## src/rtl/lcd_frame_ctrl_if.sv

```systemverilog
// rtl/lcd_frame_ctrl_if.sv - LCD parallel bus plus character-ROM port of lcd_frame_ctrl
interface lcd_frame_ctrl_if #(
   parameter int AW = 11
);
   logic          rs;
   logic          rw;
   logic          enable;
   logic [7:0]    data;
   logic [AW-1:0] char_addr;
   logic [7:0]    char_data;

   modport master (output rs, rw, enable, data, char_addr, input char_data);
   modport slave  (input rs, rw, enable, data, char_addr, output char_data);
endinterface

```

## src/rtl/lcd_frame_ctrl.sv

```systemverilog
// rtl/lcd_frame_ctrl.sv - HD44780 init plus ROWS x COLS frame streamer from a character ROM
// Define LCD_CGRAM_EN to load 64 CGRAM pattern bytes at the start of every frame.
module lcd_frame_ctrl #(
   parameter int SEL_W    = 4,
   parameter int ROWS     = 2,
   parameter int COLS     = 16,
   parameter int EN_CYC   = 25,
   parameter int CMD_WAIT = 2000,
   parameter int CLR_WAIT = 100000,
   parameter int PWR_WAIT = 1000000
) (
   input  logic             clk,
   input  logic             reset,
   input  logic [SEL_W-1:0] sel,
   input  logic             refresh,
   lcd_frame_ctrl_if.master bus,
   output logic             busy,
   output logic             done
);
   localparam int NCH = ROWS * COLS;
   localparam int PW  = $clog2(NCH > 64 ? NCH : 64);

   localparam logic [2:0] S_PWRUP = 3'd0, S_INIT = 3'd1, S_CGRAM = 3'd2,
                          S_LINE  = 3'd3, S_CHAR = 3'd4, S_IDLE  = 3'd5;
   localparam logic [1:0] P_FETCH = 2'd0, P_SETUP = 2'd1, P_PULSE = 2'd2, P_WAIT = 2'd3;

   localparam logic [31:0] PWR_LAST = 32'(PWR_WAIT - 1);
   localparam logic [31:0] EN_LAST  = 32'(EN_CYC - 1);
   localparam logic [31:0] CMD_LAST = 32'(CMD_WAIT - 1);
   localparam logic [31:0] CLR_LAST = 32'(CLR_WAIT - 1);
   localparam logic [6:0]  COL_LAST = 7'(COLS - 1);
   localparam logic [1:0]  ROW_LAST = 2'(ROWS - 1);

`ifdef LCD_CGRAM_EN
   localparam logic [2:0] S_FIRST   = S_CGRAM;
   localparam logic [7:0] FIRST_CMD = 8'h40;
   localparam logic       FIRST_CG  = 1'b1;
`else
   localparam logic [2:0] S_FIRST   = S_LINE;
   localparam logic [7:0] FIRST_CMD = 8'h80;
   localparam logic       FIRST_CG  = 1'b0;
`endif

   logic [2:0]       state;
   logic [1:0]       phase;
   logic [31:0]      cnt;
   logic [1:0]       step;
   logic [1:0]       row;
   logic [6:0]       col;
   logic [PW-1:0]    idx;
   logic             cg;
   logic [SEL_W-1:0] sel_q;
   logic             pending;
   logic             rs_q;
   logic             en_q;
   logic [7:0]       data_q;
   logic [31:0]      wait_last;
   logic             init_last;
   logic             idle_go;
   logic             frame_go;

   function automatic logic [7:0] init_cmd(input logic [1:0] s);
      case (s)
         2'd0:    return 8'h38;
         2'd1:    return 8'h0C;
         2'd2:    return 8'h01;
         default: return 8'h06;
      endcase
   endfunction

   function automatic logic [7:0] line_cmd(input logic [1:0] r);
      case (r)
         2'd0:    return 8'h80;
         2'd1:    return 8'hC0;
         2'd2:    return 8'h94;
         default: return 8'hD4;
      endcase
   endfunction

   assign wait_last = (!rs_q && data_q == 8'h01) ? CLR_LAST : CMD_LAST;
   assign init_last = (state == S_INIT) && (phase == P_WAIT) && (cnt == wait_last) && (step == 2'd3);
   assign idle_go   = (state == S_IDLE) && ((sel != sel_q) || refresh || pending);
   assign frame_go  = init_last || idle_go;

   assign busy          = (state != S_IDLE);
   assign bus.rs        = rs_q;
   assign bus.rw        = 1'b0;
   assign bus.enable    = en_q;
   assign bus.data      = data_q;
   // The address advances right after each byte is latched, so the ROM has settled long before the next fetch.
   assign bus.char_addr = {cg, sel_q, idx};

   always_ff @(posedge clk) begin
      if (reset) begin
         state   <= S_PWRUP;
         phase   <= P_SETUP;
         cnt     <= '0;
         step    <= '0;
         row     <= '0;
         col     <= '0;
         idx     <= '0;
         cg      <= 1'b0;
         sel_q   <= '0;
         pending <= 1'b0;
         rs_q    <= 1'b0;
         en_q    <= 1'b0;
         data_q  <= 8'h00;
         done    <= 1'b0;
      end else begin
         done <= 1'b0;
         if (refresh && state != S_IDLE) pending <= 1'b1;
         case (state)
            S_PWRUP: begin
               if (cnt == PWR_LAST) begin
                  sel_q  <= sel;
                  state  <= S_INIT;
                  step   <= 2'd0;
                  rs_q   <= 1'b0;
                  data_q <= 8'h38;
                  phase  <= P_SETUP;
                  cnt    <= '0;
               end else begin
                  cnt <= cnt + 32'd1;
               end
            end
            S_IDLE: begin
               if (idle_go) begin
                  sel_q   <= sel;
                  pending <= 1'b0;
               end
            end
            default: begin
               case (phase)
                  P_FETCH: begin
                     rs_q   <= 1'b1;
                     data_q <= bus.char_data;
                     idx    <= idx + 1'b1;
                     phase  <= P_SETUP;
                  end
                  P_SETUP: begin
                     en_q  <= 1'b1;
                     cnt   <= '0;
                     phase <= P_PULSE;
                  end
                  P_PULSE: begin
                     if (cnt == EN_LAST) begin
                        en_q  <= 1'b0;
                        cnt   <= '0;
                        phase <= P_WAIT;
                     end else begin
                        cnt <= cnt + 32'd1;
                     end
                  end
                  default: begin
                     if (cnt != wait_last) begin
                        cnt <= cnt + 32'd1;
                     end else begin
                        cnt <= '0;
                        case (state)
                           S_INIT: begin
                              if (step != 2'd3) begin
                                 step   <= step + 2'd1;
                                 data_q <= init_cmd(step + 2'd1);
                                 phase  <= P_SETUP;
                              end
                           end
                           S_CGRAM: begin
                              if (rs_q && col == 7'd63) begin
                                 state  <= S_LINE;
                                 cg     <= 1'b0;
                                 idx    <= '0;
                                 rs_q   <= 1'b0;
                                 data_q <= line_cmd(row);
                                 phase  <= P_SETUP;
                              end else begin
                                 col   <= rs_q ? col + 7'd1 : 7'd0;
                                 phase <= P_FETCH;
                              end
                           end
                           S_LINE: begin
                              state <= S_CHAR;
                              col   <= '0;
                              phase <= P_FETCH;
                           end
                           S_CHAR: begin
                              if (col != COL_LAST) begin
                                 col   <= col + 7'd1;
                                 phase <= P_FETCH;
                              end else if (row != ROW_LAST) begin
                                 row    <= row + 2'd1;
                                 state  <= S_LINE;
                                 rs_q   <= 1'b0;
                                 data_q <= line_cmd(row + 2'd1);
                                 phase  <= P_SETUP;
                              end else begin
                                 state <= S_IDLE;
                                 done  <= 1'b1;
                              end
                           end
                           default: ;
                        endcase
                     end
                  end
               endcase
            end
         endcase
         if (frame_go) begin
            state  <= S_FIRST;
            phase  <= P_SETUP;
            cnt    <= '0;
            row    <= '0;
            idx    <= '0;
            cg     <= FIRST_CG;
            rs_q   <= 1'b0;
            data_q <= FIRST_CMD;
         end
      end
   end
endmodule

```

## src/flat_wrapper.sv

```systemverilog
// flat-port wrapper written by rule: the top's interface ports become plain ports
module lcd_frame_ctrl_flat 
#(
   parameter int SEL_W    = 4,
   parameter int ROWS     = 2,
   parameter int COLS     = 16,
   parameter int EN_CYC   = 25,
   parameter int CMD_WAIT = 2000,
   parameter int CLR_WAIT = 100000,
   parameter int PWR_WAIT = 1000000
)
  (clk, reset, sel, refresh, busy, done, bus_rs, bus_rw, bus_enable, bus_data, bus_char_addr, bus_char_data);
  lcd_frame_ctrl_if #(.AW((11))) bus_i ();
  input  logic clk;
  input  logic reset;
  input  logic [SEL_W-1:0] sel;
  input  logic refresh;
  output logic busy;
  output logic done;
  output wire logic [$bits(bus_i.rs)-1:0] bus_rs;
  output wire logic [$bits(bus_i.rw)-1:0] bus_rw;
  output wire logic [$bits(bus_i.enable)-1:0] bus_enable;
  output wire logic [$bits(bus_i.data)-1:0] bus_data;
  output wire logic [$bits(bus_i.char_addr)-1:0] bus_char_addr;
  input wire logic [$bits(bus_i.char_data)-1:0] bus_char_data;
  assign bus_rs = bus_i.rs;
  assign bus_rw = bus_i.rw;
  assign bus_enable = bus_i.enable;
  assign bus_data = bus_i.data;
  assign bus_char_addr = bus_i.char_addr;
  assign bus_i.char_data = bus_char_data;
  lcd_frame_ctrl #(.SEL_W(SEL_W), .ROWS(ROWS), .COLS(COLS), .EN_CYC(EN_CYC), .CMD_WAIT(CMD_WAIT), .CLR_WAIT(CLR_WAIT), .PWR_WAIT(PWR_WAIT)) u_core (.clk(clk), .reset(reset), .sel(sel), .refresh(refresh), .bus(bus_i), .busy(busy), .done(done));
endmodule
```

## config.mk

```make
export PLATFORM = sky130hd
export DESIGN_NAME = lcd_frame_ctrl_flat
export DESIGN_NICKNAME = d
export VERILOG_FILES = /design/src/rtl/lcd_frame_ctrl_if.sv /design/src/rtl/lcd_frame_ctrl.sv /design/src/flat_wrapper.sv
export SDC_FILE = /design/constraint.sdc
export NUM_CORES = 1
export LEC_CHECK = 0
export ABC_AREA = 1
export CAP_MARGIN = 10
export CELL_PAD_IN_SITES_DETAIL_PLACEMENT = 0
export CELL_PAD_IN_SITES_GLOBAL_PLACEMENT = 2
export CORE_UTILIZATION = 32
export DETAILED_ROUTE_END_ITERATION = 10
export HOLD_SLACK_MARGIN = 0.06
export PLACE_DENSITY_LB_ADDON = 0.1
export SLEW_MARGIN = 20
export SYNTH_ARGS = -nofsm -noshare
export SYNTH_HDL_FRONTEND = slang
export SYNTH_SLANG_ARGS = --single-unit
```

## constraint.sdc

```tcl
create_clock -name clk -period 2.4 [get_ports clk]
set_clock_uncertainty 0.1 [all_clocks]
set_input_delay 0.48 -clock clk [delete_from_list [all_inputs] [get_ports clk]]
set_output_delay 0.48 -clock clk [all_outputs]
set_load 0.05 [all_outputs]
```

Word-level counts from Yosys, hierarchy flattened
Cells that the tools add are included.

storage, ports and cells
  flip-flop bits (word level) = 70
  input bits = 15
  output and inout port bits = 24
  logic and storage cells = 202

cells by class
  $add $sub $neg = 5
  equal/unequal tests = 59
  muxes and demuxes = 69
  bitwise operators = 7
  reductions and logical operators = 47

operators by type and width
  cell                   count
  $mux 32                3
  $pmux 32 s3            1
  $pmux 32 s2            1
  $pmux 7 s3             3
  $mux 8                 7
  $add 32x1->32 const B  1
  $eq 32x20->1 const B   1
  $eq 32x32->1           1
  $eq 32x5->1 const B    1
  $ne 32x32->1           1
  $pmux 8 s2             2
  $mux 2                 12
  $pmux 8 s3             1
  $mux 7                 3
  $reduce_and 7->1       3
  $mux 3                 6
  $mux 6                 3
  $pmux 6 s3             1
  $reduce_and 6->1       3
  $reduce_and 9->1       2
  $mux 17                1
  $ne 2x1->1 const B     8
  $eq 2x2->1 const B     6
  $ne 3x1->1 const B     4
  52 further kinds       112

Logic depth before layout (Yosys ltp)
  depth in word-level cells = 10
  gate-level depth with buffers = 15
  mapped depth without buffers = 14

Least setup slack after synthesis
OpenSTA, ideal clock, no wires.

  path kind = flip-flop to flip-flop
  start point = register u_core.data_q[0], in the netlist u_core.bus.data[0]
  end point = register u_core.cnt[6]
  library setup time = 0.117 ns
  data arrival time = 1.916 ns
  data required time = 2.183 ns
  setup slack = 0.267 ns
  cell stages (with the launch flop) = 15
  cells stage by stage = dfxtp_1 -> nand2_1 -> nor2_2 -> nand2_1 -> nand2_1 -> nand2_1 -> nor2_4 -> nand2_2 -> nand2_2 -> nand2_1 -> nand2_1 -> nand3_2 -> nand2_4 -> buf_6 -> nor2_1

on the way
  longest elaborated chain between the ends = 8
  elaborated cells between the ends (all ways) = 12
  classes of those cells = 3 x eq/ne; 4 x mux; 5 x reduce/logical

ends and longest elaborated chain
  item                                                                  RTL line               source
  start, declared                                                       lcd_frame_ctrl.sv:56   logic [7:0] data_q;
  start signal, assigned                                                lcd_frame_ctrl.sv:136  data_q <= bus.char_data;
  start signal, assigned                                                lcd_frame_ctrl.sv:163  data_q <= init_cmd(step + 2'd1);
  start signal, assigned                                                lcd_frame_ctrl.sv:173  data_q <= line_cmd(row);
  $eq 8x1->1 *                                                          lcd_frame_ctrl.sv:80   assign wait_last = (!rs_q && data_q == 8'h01) ? CLR_LAST : CMD_LAST;
  $logic_and 1x1->1 *                                                   lcd_frame_ctrl.sv:80
  $mux 17 *                                                             lcd_frame_ctrl.sv:80
  parallel branches: the longest is 5 deep, another holds $ne 32x32->1  --
  end signal, assigned                                                  lcd_frame_ctrl.sv:123  cnt <= cnt + 32'd1;
  end signal, assigned                                                  lcd_frame_ctrl.sv:151  cnt <= cnt + 32'd1;
  end signal, assigned                                                  lcd_frame_ctrl.sv:156  cnt <= cnt + 32'd1;
  end, declared                                                         lcd_frame_ctrl.sv:46   logic [31:0] cnt;

Every way passes the cells marked *.
A chain may end at the register's enable or synchronous reset.

Final worst setup path
  start point = register u_core.rs_q, in the netlist u_core.bus.rs
  end point = output port bus_rs

RTL lines
  item                    RTL line               source
  start, declared         lcd_frame_ctrl.sv:54   logic rs_q;
  start signal, assigned  lcd_frame_ctrl.sv:105  rs_q <= 1'b0;
  start signal, assigned  lcd_frame_ctrl.sv:118  rs_q <= 1'b0;
  start signal, assigned  lcd_frame_ctrl.sv:135  rs_q <= 1'b1;
  end, declared           flat_wrapper.sv:20     output wire logic [$bits(bus_i.rs)-1:0] bus_rs;

No word-level cell between the ends.

==> qor.yml <==
yosys:
  syn_area_per_cell_um2: 6.576
  synth-simple-area-share: 0.4029
  seq_area_frac_synth: 0.3134
  syn_inst: 680
  synthMostInstantiatedCell: "nor2_1"
  synth_top_family_by_area: "simple AND/OR/NAND/NOR gates"
  synthTopCellsByCount: "nor2_1, nand2_1, inv_1"
  ys_top_cells_by_area: "dfxtp_1, nor2_1, nand2_1, inv_1, xor2_1"
  yosysTopAreaCellShare: 0.3134
  synth-seq-cells: 70
  synthFlopType: "dfxtp_1"
  synth_compound_area_frac: 0.08310
  synth_top_cell_by_area: "dfxtp_1"
  async_reset_ff_frac: 0
  synthAdderAreaFrac: 0.03917
  ys_types: 45
  synth_area_um2: 4472
  synth_edf_count: 0
  synth.yosys.warnings: 0
  synth_xor_area_frac: 0.06659
  synthMuxAreaShare: 0
placement:
  dpl.hpwl_um: 9955
  place.gp.congestion: 0.8266
  io_buffers: 36
detailed_routing:
  drt-wirelength-per-cell_um: 13.95
  drtPass1Iterations: 5
  wl_um: 12900
  ant_nets: 0
  drt_iter0_markers: 259
  routed_via_density: 4.779
  via_count: 4421
  drc: 0
critical_path:
  crit_arrival_ps: 1700
  start_kind: "flip-flop"
  critPathKind: "flip-flop to output pin"
  worst_r2r_path_depth: 15
  worstReg2RegEnd: "u_core.cnt[0]"
  worstPathRequired_ps: 1820
  r2r_start: "u_core.cnt[1]"
  cp_max_fo: 4
  r2r_setup_slack_ps: 200
  worstSetupEndpointType: "output pin"
floorplan:
  core_um2: 13450
  initial_core_util: 0.3324
  die_w_um: 120.2
  num_rows: 42
  io_pins: 39
  die_h_um: 120.2
  die-area_um2: 14450
power_and_ir_drop:
  powerDensity_nw_per_um2: 1041
  vdd_drop_max_mv: 0.6918
  p_leak_uw: 0.002234
clock_network:
  htree_levels: 3
  post_cts_buffers: 0
  cts_sinks: 70
  cts.clk_slew.worst_paths_ps: 60
  clk_latency_ps: 340
  cts_buffers: 9
  clockRootBuffer: "clkbuf_16"
  clk_path_buf_depth: 2
  cts_tree: "done"
job:
  cap_violations: 0
outcome:
  status: "complete, no violations"
sta:
  hold_viol: 0
  worstMarginPinSlew_ps: 505.5
  hold_ws_ps: 385.5
  period_share: 0.9479
  drv_slew: 0
  fmaxAchievable_mhz: 439.6
  rsz0062_at_grt: "no"
  fin_setup_tns_ps: 0
  relSlewSlack: 0.6619
  setup_violations: 0
  period_needed_ps: 2275
hold_path:
  hold_path_end: "u_core.col[0]"
  min-delay-path-class: "flip-flop to flip-flop"
  hold_path_depth: 2
  min_from: "u_core.col[0]"
global_route:
  grt_overflow: 0
  grt_pass1_wl_um: 21420
  antenna_found_initial: 0
  grt_start_max_net_pins: 28
  grt_pass1_vias: 4238
  grtUsageTotal: 0.1902
cells_and_area:
  drive_gt1_frac: 0.1175
  synthToLayoutAreaGrowth_pct: 23.39
  finalNetCount: 774
  n_antenna_cell: 0
  n_fill_cell: 1503
-- power breakdown --
group / switching (uW) / internal [uW] / leakage [uW]
logic: 1940 / 981 / 0.00153
clock network: 524 / 824 / 0.000141
registers: 150 / 1320 / 0.000567
total: 2610 / 3130 / 0.00223
-- what timing repair did --
item / 4_1_cts / 5_1_grt
gates resized for setup: 0 / 5
setup endpoints to repair: 0 / 56
hold buffers: 0 / 0
-- routing by layer --
metal / vias up / routed length, um / global-route usage
met3: 10 / 439 / 0.03491
met2: 76 / 5519 / 0.2834
met4: 0 / 136 / 0.05324
li1: 2313 / - / -
met5: - / 0 / 0
met1: 2022 / 6806 / 0.2776
-- critical path, cell delays in order (launching register included) --
cell and delay [ps]:
dfxtp_1 390, buf_4 160, clkdlybuf4s50_1 800
-- final cells by class --
cell class / instances / area [um^2] / share of cell area
Timing Repair Buffer: 66 / 611.8 / 0.1109
Inverter: 87 / 329.1 / 0.05964
Multi-Input combinational cell: 511 / 2664 / 0.4828
Sequential cell: 70 / 1403 / 0.2542
Clock buffer: 11 / 242.7 / 0.04399
Clock inverter: 4 / 47.55 / 0.008617
Tap cell: 176 / 220.2 / 0.03991
-- how the worst max path moves through the flow --
| stage | slack, ps | from | end |
|---|---|---|---|
| final | 120 | u_core.bus.rs | bus_rs |
| after global routing | 10 | u_core.cnt[0] | u_core.cnt[9] |
| after CTS | 90 | u_core.cnt[0] | u_core.col[4] |
| after detailed placement | 30 | sel[0] | u_core.cnt[0] |
| after global placement | 100 | sel[1] | u_core.idx[0] |
| after floorplan | 270 | u_core.bus.data[0] | u_core.cnt[6] |
-- per-stage QoR --
stage | worst slack [ps] | power, uW | util | instances | cell area [um^2]
after floorplan | 267.0 | 3480 | - | 681 | 4476
after global placement | 99.92 | 4402 | 0.3876 | 910 | 5215
after detailed placement | 25.01 | 4403 | 0.3876 | 910 | 5215
after CTS | 86.12 | 5788 | 0.4092 | 925 | 5505
after global routing | 13.99 | 6182 | 0.4102 | 925 | 5518
final | 125.0 | 5742 | 0.4102 | 925 | 5518
-- cells by family after synthesis --
kind of cell    after synthesis
flops                        70
other cells                   1
compound gates               64
xor+xnor                     34
buf+inv                     100
fa+ha+maj                    14
simple gates                397
-- flip-flops by register name, indices dropped and copies added, names as in the netlist, 2 cells and up --
register / count
u_core.bus.data: 8
u_core.col: 7
u_core.row: 2
u_core.cnt: 32
u_core.state: 3
u_core.idx: 6
u_core.sel_q: 4
u_core.phase: 2
u_core.step: 2
-- placed cells by master (no fill, tap or decap), types with 13 or more instances in the layout --
cell type          n
buf_4             28
inv_1             75
ha_1              13
nand3_1           45
dfxtp_1           69
nor2_1           137
a21oi_1           27
xor2_1            29
o21ai_0           19
nor3_1            24
nand4_1           22
clkdlybuf4s50_1   35
nand2_1          136
Power figures use the tool's default switching activity.
